[config.mk]
export PLATFORM = sky130hd
export DESIGN_NAME = uart_tx_arbiter
export DESIGN_NICKNAME = d
export VERILOG_FILES = /design/src/rtl/uart_pkg.sv /design/src/rtl/rr_picker.sv /design/src/rtl/uart_tx_arbiter.sv
export SDC_FILE = /design/constraint.sdc
export NUM_CORES = 1
export LEC_CHECK = 0
export ABC_AREA = 1
export ABC_CLOCK_PERIOD_IN_PS = 3550
export CAP_MARGIN = 30
export CORE_MARGIN = 8
export CORE_UTILIZATION = 45
export CTS_BUF_LIST = sky130_fd_sc_hd__clkbuf_4 sky130_fd_sc_hd__clkbuf_8
export CTS_CLUSTER_DIAMETER = 80
export CTS_CLUSTER_SIZE = 25
export DETAILED_ROUTE_END_ITERATION = 8
export PLACE_DENSITY = 0.81
export SKIP_CTS_REPAIR_TIMING = 1
export SLEW_MARGIN = 20
export SYNTH_ARGS = -nofsm -noshare
export SYNTH_HDL_FRONTEND = slang
export SYNTH_SLANG_ARGS = --single-unit
[constraint.sdc]
create_clock -name clk -period 3.55 [get_ports clk]
set_input_delay 0.355 -clock clk [delete_from_list [all_inputs] [get_ports clk]]
set_output_delay 0.355 -clock clk [all_outputs]
set_load 0.1 [all_outputs]
[src/rtl/uart_pkg.sv]
// Shared encodings for the UART transmit arbiter: FSM states, frame-config
// constants and the default busy-timeout.
package uart_pkg;

  typedef enum logic [2:0] {
    S_IDLE      = 3'd0,
    S_LOAD      = 3'd1,
    S_SEND      = 3'd2,
    S_WAIT_BUSY = 3'd3,
    S_WAIT_DONE = 3'd4
  } state_t;

  localparam logic STOP_1 = 1'b0;
  localparam logic STOP_2 = 1'b1;
  localparam logic LEN_8  = 1'b0;
  localparam logic LEN_7  = 1'b1;

  localparam int DEF_BUSY_TIMEOUT = 15;

endpackage

[src/rtl/rr_picker.sv]
// Combinational round-robin search: first valid index starting at ptr,
// wrapping modulo N_REQ.
module rr_picker #(
  parameter int N_REQ = 4,
  parameter int ID_W  = 2
) (
  input  logic [N_REQ-1:0] valid,
  input  logic [ID_W-1:0]  ptr,
  output logic [ID_W-1:0]  winner,
  output logic             any_valid
);

  int idx;

  // Walk offsets from farthest to nearest so the nearest valid index wins.
  always_comb begin
    any_valid = 1'b0;
    winner    = '0;
    idx       = 0;
    for (int i = N_REQ - 1; i >= 0; i--) begin
      idx = int'(ptr) + i;
      if (idx >= N_REQ) idx = idx - N_REQ;
      if (valid[idx]) begin
        any_valid = 1'b1;
        winner    = ID_W'(idx);
      end
    end
  end

endmodule

[src/rtl/uart_tx_arbiter.sv]
// Round-robin arbiter sharing one UART transmitter between N_REQ byte sources;
// latches the winner's byte and frame config and strobes a single send.
module uart_tx_arbiter
  import uart_pkg::*;
#(
  parameter int N_REQ        = 4,
  parameter int ID_W         = 2,
  parameter int BUSY_TIMEOUT = DEF_BUSY_TIMEOUT
) (
  input  logic                 clk,
  input  logic                 rst,
  input  logic [N_REQ-1:0]     req_valid,
  input  logic [8*N_REQ-1:0]   req_data,
  input  logic [N_REQ-1:0]     req_stop,
  input  logic [N_REQ-1:0]     req_len,
  output logic [N_REQ-1:0]     req_ack,
  input  logic                 tx_ready,
  output logic                 tx_send,
  output logic [7:0]           tx_data,
  output logic                 tx_stop_bit_size,
  output logic                 tx_data_size,
  output logic [ID_W-1:0]      grant_id,
  output logic                 busy,
  output logic                 timeout_err
);

  localparam int CNT_W = $clog2(BUSY_TIMEOUT + 1);

  state_t           state;
  logic [ID_W-1:0]  ptr;
  logic [CNT_W-1:0] cnt;
  logic [ID_W-1:0]  winner;
  logic             any_valid;
  logic [7:0]       win_byte;
  logic             win_len7;

  rr_picker #(
    .N_REQ(N_REQ),
    .ID_W (ID_W)
  ) u_picker (
    .valid    (req_valid),
    .ptr      (ptr),
    .winner   (winner),
    .any_valid(any_valid)
  );

  // 7-bit frames never carry bit 7, so it is cleared before it reaches the UART.
  assign win_byte = req_data[{winner, 3'b000} +: 8];
  assign win_len7 = (req_len[winner] == LEN_7);

  always_ff @(posedge clk) begin
    if (rst) begin
      state            <= S_IDLE;
      ptr              <= '0;
      cnt              <= '0;
      req_ack          <= '0;
      tx_send          <= 1'b0;
      tx_data          <= '0;
      tx_stop_bit_size <= 1'b0;
      tx_data_size     <= 1'b0;
      grant_id         <= '0;
      busy             <= 1'b0;
      timeout_err      <= 1'b0;
    end else begin
      req_ack     <= '0;
      tx_send     <= 1'b0;
      timeout_err <= 1'b0;
      case (state)
        S_IDLE: begin
          if (tx_ready && any_valid) begin
            state            <= S_LOAD;
            busy             <= 1'b1;
            tx_data          <= {win_byte[7] & ~win_len7, win_byte[6:0]};
            tx_stop_bit_size <= req_stop[winner];
            tx_data_size     <= req_len[winner];
            grant_id         <= winner;
            req_ack          <= N_REQ'(1) << winner;
            ptr              <= (winner == ID_W'(N_REQ - 1)) ? '0 : winner + 1'b1;
          end
        end
        S_LOAD: begin
          state   <= S_SEND;
          tx_send <= 1'b1;
        end
        S_SEND: begin
          state <= S_WAIT_BUSY;
          cnt   <= '0;
        end
        // A UART that never leaves ready is abandoned; the request stays acked.
        S_WAIT_BUSY: begin
          if (!tx_ready) begin
            state <= S_WAIT_DONE;
          end else begin
            cnt <= cnt + 1'b1;
            if (cnt == CNT_W'(BUSY_TIMEOUT - 1)) begin
              timeout_err <= 1'b1;
              state       <= S_IDLE;
              busy        <= 1'b0;
            end
          end
        end
        S_WAIT_DONE: begin
          if (tx_ready) begin
            state <= S_IDLE;
            busy  <= 1'b0;
          end
        end
        default: begin
          state <= S_IDLE;
          busy  <= 1'b0;
        end
      endcase
    end
  end

endmodule

==> impl_metrics.json <==
{
  "fillerInstances": 387,
  "vias_per_cell": 4.882,
  "cts_tree": "done",
  "muxShareOfSynthArea_pct": 0,
  "endpoint_kind": "register",
  "min_period_ns": 2.256,
  "multi_input_area_um2": 942.2,
  "io_pins": 66,
  "rrSetupSlack_ns": 1.29,
  "path_cells": "o21ai_0, nand2_2, nand3_2, nand2_2, nand2_4, nand2_4, ha_1, o21ai_0, a21oi_1",
  "crit_arrival_ns": 2.42,
  "maxCapViolCount": 0,
  "hold_viol": 0,
  "core_mm2": 0.003914,
  "ant_nets": 0,
  "clock-sinks": 28,
  "slew_viol_final": 0,
  "grt_pass1_wl_um": 7341,
  "cts.clk_slew.worst_paths_ns": 0.09,
  "critPathMaxStageDelay_ns": 0.63,
  "synth_edf_count": 0,
  "antenna_cells": 0,
  "grt.overflow.total": 0,
  "drive_gt1_share_pct": 9.206,
  "first_iter_violations": 97,
  "numCtsBuffers": 3,
  "grt_pass1_vias": 1691,
  "die_h_um": 79.08,
  "fin_nets": 366,
  "synth_compound_area_share_pct": 20.75,
  "avgSynthCellArea_um2": 6.994,
  "synth_xor_area_share_pct": 0.4892,
  "synth_top_family_by_area": "simple AND/OR/NAND/NOR gates",
  "startpoint_type": "register",
  "tightest_slew_ns": 0.9996,
  "ys.flop_type": "dfxtp_1",
  "timing.fmax_ghz": 0.4432,
  "slowest_stage": "dfxtp_1",
  "ys_ff_latch": 28,
  "synth_area_leader_cell": "dfxtp_1",
  "port_buffers": 65,
  "cp.required_ns": 3.71,
  "fin_skew_ns": 0.007835,
  "path_class": "reg -> reg",
  "finalSetupTns_ns": 0,
  "setup_viol": 0,
  "drc_errors": 0,
  "rows": 23,
  "powerDensity_mw_per_mm2": 954.7,
  "root_buffer": "clkbuf_8",
  "synth_area_mm2": 0.001790,
  "clock_latency_ns": 0.27,
  "status": "finished clean",
  "ir_worst_vdd_v": 0.0005037,
  "die_area_mm2": 0.006253,
  "synth_most_common_cell": "inv_1",
  "syn_inst": 256,
  "synthTopCellsByCount": "inv_1, nand2_1, dfxtp_1",
  "dpl.hpwl_um": 3433,
  "drtPass1Iterations": 4,
  "synth_fp_nets": 306,
  "cts.path.max_buffers": 2,
  "leakagePower_nw": 1.161,
  "fp.dieW_um": 79.08,
  "area_growth_syn_to_layout_pct": 38.85,
  "grtUsageTotal_pct": 14.00,
  "place_congestion": 0.7753,
  "start_util_pct": 45.75,
  "vias": 1782,
  "antenna_found_initial": 0,
  "period_share_pct": 63.56,
  "synthArstFlopShare_pct": 0,
  "timing.slew.headroom_pct": 33.15,
  "grt_max_degree": 42,
  "synth_cell_types": 32,
  "drt_wl_total_um": 4364,
  "routedWlPerCell_um": 11.96,
  "htree_num_levels": 1,
  "synth.yosys.warnings": 0,
  "seq_area_frac_synth_pct": 31.31,
  "yosys.area.top_type_share_pct": 31.31,
  "hold_class": "reg -> reg",
  "crit_fanout": 41,
  "seqCellArea_um2": 560.5,
  "synth_fa_ha_area_share_pct": 2.096,
  "ys_top_cells_by_area": "dfxtp_1, inv_1, a21oi_1",
  "total_power_w": 0.002374,
  "grt_setup_unrepaired": "false",
  "synth-simple-area-share_pct": 29.28
}
registers in the layout (all words and copies together), names as in the netlist:
signal / cells
tx_send: 1
grant_id: 2
timeout_err: 1
busy: 1
ptr: 2
state: 3
req_ack: 4
tx_data_size: 1
tx_data: 8
cnt: 4
tx_stop_bit_size: 1
critical path: cells and delay by family, from the launching register on:
kind            cells  cell delay, ns
simple gates        5            0.74
fa+ha+maj           1            0.30
flops               1            0.63
compound gates      3            0.47
power by group:
group          total (W)  internal (W)  switching, W
clock           0.000248      0.000151     0.0000971
sequential      0.000476      0.000404     0.0000721
combinational    0.00165      0.000491       0.00116
cell type report:
type                    instances  share of cell area [%]
inverters                      53                   8.002
multi-input cells             165                   37.90
repair buffers                 65                   26.17
well taps                      50                   2.516
clock inverters                 1                   1.208
clock buffers                   3                   1.661
flip-flops and latches         28                   22.55
worst paths after layout:
| path | to | startpoint | depth (start not counted) |
|---|---|---|---|
| worst max-delay path | ptr[1] | ptr[0] | 9 |
| worst max register to register | ptr[1] | ptr[0] | 9 |
| worst min-delay path | grant_id[1] | grant_id[1] | 2 |
| worst min register to register | grant_id[1] | grant_id[1] | 2 |
kinds of logic after synthesis:
family                   after synthesis
AO/OA/AOI/OAI                         63
XOR/XNOR                               1
adder cells (fa/ha/maj)                3
buffers and inverters                 63
flip-flops                            28
AND/OR/NAND/NOR                       98
per-stage QoR:
| step | cell area, µm² | utilization (%) | worst slack (ns) | hold slack (ns) | cells |
|---|---|---|---|---|---|
| floorplan | 1790 | - | 1.707 | 0.4672 | 256 |
| global placement | 2415 | 61.70 | 1.071 | 0.4623 | 361 |
| detailed placement | 2415 | 61.70 | 0.9899 | 0.4659 | 361 |
| CTS | 2486 | 63.52 | 1.291 | 0.4808 | 365 |
| global route | 2486 | 63.52 | 1.052 | 0.5036 | 365 |
| finish | 2486 | 63.52 | 1.294 | 0.4768 | 365 |
layer usage:
| metal | track usage [%] | vias to the layer above | share of wire, % |
|---|---|---|---|
| li1 | - | 948 | - |
| met5 | 0 | - | 0 |
| met1 | 15.86 | 779 | 43 |
| met4 | 3.333 | 0 | 0.76 |
| met3 | 5.982 | 6 | 9.2 |
| met2 | 23.66 | 49 | 47 |
placed cells by master (no fill, tap or decap):
master            n
xnor2_1           1
nor3_2            2
nor2_1           14
clkinv_1          1
o21a_1            8
a21oi_2           1
ha_1              3
nand3b_4          1
o211ai_1          2
a211oi_1          1
o31ai_4           1
nor4_1            1
and3_1            1
dfxtp_1          28
o21ai_1          13
nand3_1          25
nand2_2           5
nand3b_1          2
nand2_1          34
bufinv_16         1
clkdlybuf4s50_1  65
clkbuf_8          3
nand3_2           6
nand2_4           4
inv_2             5
o21ai_0           8
inv_1            47
o2111ai_1         1
a21oi_1          27
nor3_1            3
o211a_1           1
(Power assumes the default switching activity.)
